`src/rtl/trdb_pkg.sv`:
```
// Shared constants and types for the trace debugger timer packet path.
package trdb_pkg;

  localparam logic [3:0] TRDB_FMT_TIMER  = 4'hC;
  localparam int         TRDB_TIME_HDR_W = 8;

  typedef enum logic {
    IDLE = 1'b0,
    EMIT = 1'b1
  } trdb_pkt_state_e;

endpackage

```
`src/rtl/trdb_word_serializer.sv`:
```
// Loads a wide packet and presents it LSB word first on a valid/ready stream.
module trdb_word_serializer #(
  parameter int PKT_WIDTH  = 48,
  parameter int WORD_WIDTH = 32
) (
  input  logic                  clk,
  input  logic                  rst,
  input  logic                  load,
  input  logic [PKT_WIDTH-1:0]  data,
  output logic                  valid,
  input  logic                  ready,
  output logic [WORD_WIDTH-1:0] word,
  output logic                  last
);

  localparam int NUM_WORDS = (PKT_WIDTH + WORD_WIDTH - 1) / WORD_WIDTH;
  localparam int IDX_W     = (NUM_WORDS > 1) ? $clog2(NUM_WORDS) : 1;
  localparam int DEPTH     = 2 ** IDX_W;
  localparam int BUF_W     = DEPTH * WORD_WIDTH;
  localparam logic [IDX_W-1:0] LAST_IDX = IDX_W'(NUM_WORDS - 1);

  logic [BUF_W-1:0]      padded;
  logic [WORD_WIDTH-1:0] words [DEPTH];
  logic [IDX_W-1:0]      idx;
  logic                  accept;

  // Unused high words stay zero, which also supplies the pad bits.
  assign padded = BUF_W'(data);
  assign accept = valid && ready;
  assign word   = words[idx];
  assign last   = (idx == LAST_IDX);

  always_ff @(posedge clk) begin
    if (rst) begin
      valid <= 1'b0;
      idx   <= '0;
      for (int i = 0; i < DEPTH; i++) words[i] <= '0;
    end else if (load) begin
      valid <= 1'b1;
      idx   <= '0;
      for (int i = 0; i < DEPTH; i++) words[i] <= padded[i*WORD_WIDTH +: WORD_WIDTH];
    end else if (accept) begin
      if (last) valid <= 1'b0;
      else      idx   <= idx + IDX_W'(1);
    end
  end

endmodule

```
`src/rtl/trdb_time_packetizer.sv`:
```
// Grants timer-unit requests, samples the cycle counter and frames it as a
// timer packet streamed out word by word.
module trdb_time_packetizer
  import trdb_pkg::*;
#(
  parameter int TIMER_WIDTH = 40,
  parameter int WORD_WIDTH  = 32
) (
  input  logic                   clk_i,
  input  logic                   rst_i,
  input  logic                   enable_i,
  input  logic                   tu_valid_i,
  output logic                   tu_grant_o,
  input  logic [TIMER_WIDTH-1:0] trdb_time_i,
  output logic                   pkt_valid_o,
  input  logic                   pkt_ready_i,
  output logic [WORD_WIDTH-1:0]  pkt_word_o,
  output logic                   pkt_last_o,
  output logic                   busy_o
);

  localparam int PKT_WIDTH = TRDB_TIME_HDR_W + TIMER_WIDTH;
  localparam int NUM_WORDS = (PKT_WIDTH + WORD_WIDTH - 1) / WORD_WIDTH;
  localparam logic [3:0] HDR_LEN = 4'(NUM_WORDS - 1);

  trdb_pkt_state_e      state;
  logic                 accept;
  logic                 final_accept;
  logic                 load;
  logic [PKT_WIDTH-1:0] packet;

  assign packet = {trdb_time_i, HDR_LEN, TRDB_FMT_TIMER};

  // A new request is only taken when idle or on the closing handshake of the
  // current packet, so the serializer is never overwritten mid-packet.
  always_comb begin
    accept       = pkt_valid_o && pkt_ready_i;
    final_accept = (state == EMIT) && accept && pkt_last_o;
    load         = !rst_i && tu_valid_i && enable_i && ((state == IDLE) || final_accept);
    tu_grant_o   = !rst_i && tu_valid_i && ((state == IDLE) || (final_accept && enable_i));
    busy_o       = (state == EMIT);
  end

  always_ff @(posedge clk_i) begin
    if (rst_i) begin
      state <= IDLE;
    end else begin
      case (state)
        IDLE:    if (load) state <= EMIT;
        EMIT:    if (final_accept && !load) state <= IDLE;
        default: state <= IDLE;
      endcase
    end
  end

  trdb_word_serializer #(
    .PKT_WIDTH  (PKT_WIDTH),
    .WORD_WIDTH (WORD_WIDTH)
  ) u_serializer (
    .clk   (clk_i),
    .rst   (rst_i),
    .load  (load),
    .data  (packet),
    .valid (pkt_valid_o),
    .ready (pkt_ready_i),
    .word  (pkt_word_o),
    .last  (pkt_last_o)
  );

endmodule

```
`config.mk`:
```
export PLATFORM = sky130hd
export DESIGN_NAME = trdb_time_packetizer
export DESIGN_NICKNAME = d
export VERILOG_FILES = /design/src/rtl/trdb_pkg.sv /design/src/rtl/trdb_word_serializer.sv /design/src/rtl/trdb_time_packetizer.sv
export SDC_FILE = /design/constraint.sdc
export NUM_CORES = 1
export LEC_CHECK = 0
export CAP_MARGIN = 20
export CORE_MARGIN = 1
export CORE_UTILIZATION = 45
export DETAILED_ROUTE_END_ITERATION = 10
export GPL_TIMING_DRIVEN = 0
export PLACE_DENSITY = 0.85
export RECOVER_POWER = 100
export SYNTH_ARGS = -nofsm -noshare
export SYNTH_HDL_FRONTEND = slang
export SYNTH_HIERARCHICAL = 1
export SYNTH_SLANG_ARGS = --single-unit
```
`constraint.sdc`:
```
create_clock -name clk_i -period 2.7 [get_ports clk_i]
set_clock_uncertainty 0.05 [all_clocks]
set_input_delay 0.54 -clock clk_i [delete_from_list [all_inputs] [get_ports clk_i]]
set_output_delay 0.54 -clock clk_i [all_outputs]
set_load 0.01 [all_outputs]
```
[Yosys cells after proc, flatten, opt, wreduce, memory -nomap -nowiden]
Memories as Yosys holds them, arrays and structs flattened. A register that Yosys moved wholly into a read port is not among the register bits.
Cells that the tools add are included.
Operators by class
  add/sub/neg operators: 1
  multiplexer cells: 15
  bitwise operators: 3
  reduce and logical (&&, ||, !) cells: 17
Operators with widths (count)
  $mux 32: 2
  $mux 1: 12
  $logic_and 1x1->1: 9
  $reduce_bool 2->1: 2
  $logic_not 1->1: 2
  $logic_or 1x1->1: 2
  $or 1x1->1: 2
  $pmux 1 s2: 1
  $reduce_and 2->1: 1
  $reduce_or 2->1: 1
  $add 1x1->1 const B: 1
  $not 1->1: 1
Storage, ports and cells
  register bits: 3
  RAM bits: 64
  bits of input ports: 45
  output and inout bits: 36
  logic and storage cells: 40
  memories kept: 1
Memories
  u_serializer.words: words 2, width 32, read ports 1, clocked after memory_dff 1, wr ports 2, line trdb_word_serializer.sv:23  | logic [WORD_WIDTH-1:0] words [DEPTH];

[Logic depth before layout (Yosys ltp)]
  depth in word-level cells: 9
  mapped depth: 6
  gate-level depth less buffers: 4

[Cells and area by module]
Netlist, hierarchy kept.
By module, submodules not included
  trdb_word_serializer: instances 1, cells an instance 147, area each 2197.1 um^2
  trdb_time_packetizer: instances 1, cells an instance 10, area each 73.8 um^2

[Least setup slack after synthesis]
OpenSTA, ideal clock, no wires.
  kind: input to register
  from: in rst_i
  to: mem u_serializer.words[0][0], enable pin
  library setup time: 0.385 ns
  arrival time: 1.633 ns
  data required time: 2.265 ns
  slack: 0.632 ns
  cell stages on the path: 3
  path buffers: 0
  path through: nand3b_1 > a21oi_1 > or2_2
RTL lines
  from (decl): line trdb_time_packetizer.sv:10  | input logic rst_i,
  to (decl): line trdb_word_serializer.sv:23

[Final worst setup path]
  from: in pkt_ready_i
  to: out tu_grant_o
Between the ends
  longest elaborated chain between the ends: 6
Ends and longest elaborated chain
  from (decl): line trdb_time_packetizer.sv:16  | input logic pkt_ready_i,
  $logic_and 1x1->1: line trdb_time_packetizer.sv:37  | accept = pkt_valid_o && pkt_ready_i;
  $logic_and 1x1->1 (2 in series): line trdb_time_packetizer.sv:38  | final_accept = (state == EMIT) && accept && pkt_last_o;
  $logic_and 1x1->1: line trdb_time_packetizer.sv:40  | tu_grant_o = !rst_i && tu_valid_i && ((state == IDLE) || (final_accept && enable_i));
  $logic_or 1x1->1: line trdb_time_packetizer.sv:40
  $logic_and 1x1->1: line trdb_time_packetizer.sv:40
  to (decl): line trdb_time_packetizer.sv:13  | output logic tu_grant_o,
Every way passes these cells.

==> results.py <==
metrics = {
    "run_status": {
        "status": "complete, no violations",
    },
    "synth": {
        "synth_seq_cells": 52,
        "synth_cells": 157,
        "synth_area_leaders": "edfxtp_1 (63%), and2_1 (13%), mux2_2 (7.9%), nor2b_1 (3.9%), dfxtp_1 (3.5%)",
        "ys_seq_area_share_pct": 67.0,
        "synth_compound_area_share_pct": 1.65,
        "synth_fa_ha_area_share_pct": 0,
        "yosys.cell_types.count": 21,
        "synth-simple-area-share_pct": 20.0,
        "syn_area_sq_um": 2270,
        "synth_top_area_share_pct": 63.5,
        "synthXorXnorAreaFrac_pct": 0,
        "yosysTopAreaCell": "edfxtp_1",
        "synth_mux_area_share_pct": 7.93,
        "yosys_warnings": 6,
        "avgSynthCellArea_sq_um": 14.5,
        "synth_top_family_by_area": "simple AND/OR/NAND/NOR gates",
    },
    "timing": {
        "tightest_slew_ns": 0.572,
        "hold_slack_ns": 0.462,
        "fin_crit_ns": 2.55,
        "hold_viol_final": 0,
        "setup_viol": 0,
        "fmax_mhz": 392,
        "grt_setup_unrepaired": "false",
        "finalSetupTns_ns": 0,
        "slew_headroom_pct": 61.9,
        "drv_slew": 0,
        "finalCritPeriodShare_pct": 94.6,
    },
    "pwr": {
        "p_leak_nw": 1.27,
        "ir_drop_uv": 270,
        "total_power_w": 0.00167,
        "p_per_area_nw_per_um2": 512,
    },
    "floorplan": {
        "core_area_sq_um": 4790,
        "die_h_microns": 73.0,
        "fp.dieW_microns": 73.0,
        "die-area_sq_um": 5330,
        "initial_utilization_pct": 47.5,
        "ios": 81,
        "fp-row-count": 25,
    },
    "global_route": {
        "grt_pass1_vias": 1386,
        "grt_usage_pct": 17.0,
        "antenna_found_initial": 0,
        "grt_max_degree": 51,
        "grt_overflow_total": 0,
        "grt_pass1_wl_microns": 6630,
    },
    "place": {
        "dp_hpwl_microns": 3040,
        "post-place-cells": 310,
        "place.gp.congestion": 0.716,
        "io_buffers": 80,
    },
    "worst_setup_path": {
        "cp-startpoint": "pkt_ready_i",
        "end_kind": "output port",
        "reg2reg_from": "u_serializer/valid",
        "cp.required_ns": 2.11,
        "criticalPathCategory": "in -> out",
        "cp_max_fo": 3,
        "crit_arrival_ns": 1.96,
        "cp-start-kind": "input port",
    },
    "clock_network": {
        "clk_latency_ns": 0.30,
        "cts_setup_buffers": 0,
        "ctsLongestPathBuffers": 2,
        "cts_resized": 0,
        "h-tree-depth": 2,
        "clk_pin_slew_ns": 0.09,
        "hold_buffers": 0,
        "cts-buffers-inserted": 5,
        "cts-root-buf": "clkbuf_8",
        "cts_tree": "done",
        "cts.sinks": 52,
    },
    "final_layout": {
        "final_cells": 319,
        "drive_above_1_share_pct": 11.9,
        "n_antenna_cell": 0,
        "nets": 296,
        "syn_to_final_growth_pct": 44.1,
    },
    "drt": {
        "drtPass1Iterations": 4,
        "drtIter0Drc": 53,
        "viasPerCell": 4.55,
        "ant_nets": 0,
        "wl_per_cell_microns": 13.6,
        "drc": 0,
        "vias": 1453,
        "drt_wl_total_microns": 4330,
    },
    "job": {
        "maxCapViolations": 0,
    },
    "worst_hold_path": {
        "hp-start": "u_serializer/last",
        "min_path_type": "reg -> reg",
    },
}
-- critical path: stages --
cell and delay [ns]:
dlygate4sd3_1 0.56, nand3_1 0.12, o32ai_1 0.15, clkdlybuf4s50_1 0.59
-- power by group --
part / switching (W) / internal, W / total [W]
clock: 0.000249 / 0.000275 / 0.000524
sequential: 0.0000119 / 0.000923 / 0.000935
combinational: 0.0000799 / 0.000136 / 0.000216
total: 0.000341 / 0.00133 / 0.00167
-- final timing paths --
path              depth (start not counted)                   endpoint  slack, ns
hold / removal                            1         u_serializer/valid       0.46
hold reg to reg                           1         u_serializer/valid       0.46
setup reg to reg                          4  u_serializer/words[1][12]       0.64
setup / recovery                          4                 tu_grant_o       0.15
-- area by class of cell --
type	count	area, sq um
Clock inverter	2	35.0
Fill cell	371	1510
Clock buffer	6	72.6
Multi-Input combinational cell	101	694
Inverter	2	7.51
Sequential cell	52	1520
Buffer	8	47.5
Tap cell	67	83.8
Timing Repair Buffer	81	811
-- cell usage in the layout, fill, tap and decap left out --
cell type,instances
nand3b_1,1
clkdlybuf4s50_1,57
nor2_1,3
dfxtp_1,4
and2_0,24
clkbuf_2,2
clkinv_2,1
dlymetal6s2s_1,1
nor2b_1,15
conb_1,8
o32ai_1,1
and2_1,24
buf_6,2
bufinv_16,1
clkbuf_1,5
mux2_2,16
edfxtp_1,48
inv_1,2
a21bo_2,1
and2b_1,3
a311oi_1,1
a21oi_1,2
or2_2,1
clkbuf_4,1
nand3_1,1
dlygate4sd3_1,22
clkbuf_8,5
-- kinds of logic (layout without fill, tap and decap cells) --
kind of cell    after synthesis  in the layout
other cells                   2              8
mux                          16             16
buf+inv                      10             99
compound gates                5              5
flops                        52             52
simple gates                 72             72
-- layer usage --
metal	track usage, %	share of wire, %
met5	0	0
met3	3.87	4.1
met1	20.3	42
met2	30.3	53
met4	5.23	1.1
-- stage by stage --
stage	cell area [sq um]	worst slack [ns]	util [%]
finish	3270	0.146	68.4
global route	3270	0.0681	68.4
CTS	3290	0.00616	68.7
detailed placement	3180	-0.302	66.4
global placement	3180	-0.213	66.4
floorplan	2290	0.632	-
-- state kept, by name, summed over array words and instances, names as in the netlist, named ones only --
| name | cells |
|---|---|
| u_serializer/words | 48 |
| busy_o | 1 |
| u_serializer/last | 1 |
| u_serializer/valid | 1 |
-- Yosys cell counts --
library cell and instances:
o32ai_1 1, nor2b_1 14, a21bo_2 1, clkbuf_1 1
buf_6 3, mux2_2 16, edfxtp_1 48, nand3b_1 1
a311oi_1 1, a21oi_1 2, or2_2 1, and2_1 48
buf_4 2, nor2_1 3, conb_1 2, nand3_1 1
dfxtp_1 4, nor2b_4 1, inv_1 2, and2b_1 3
clkbuf_2 2
(Power assumes the default switching activity.)
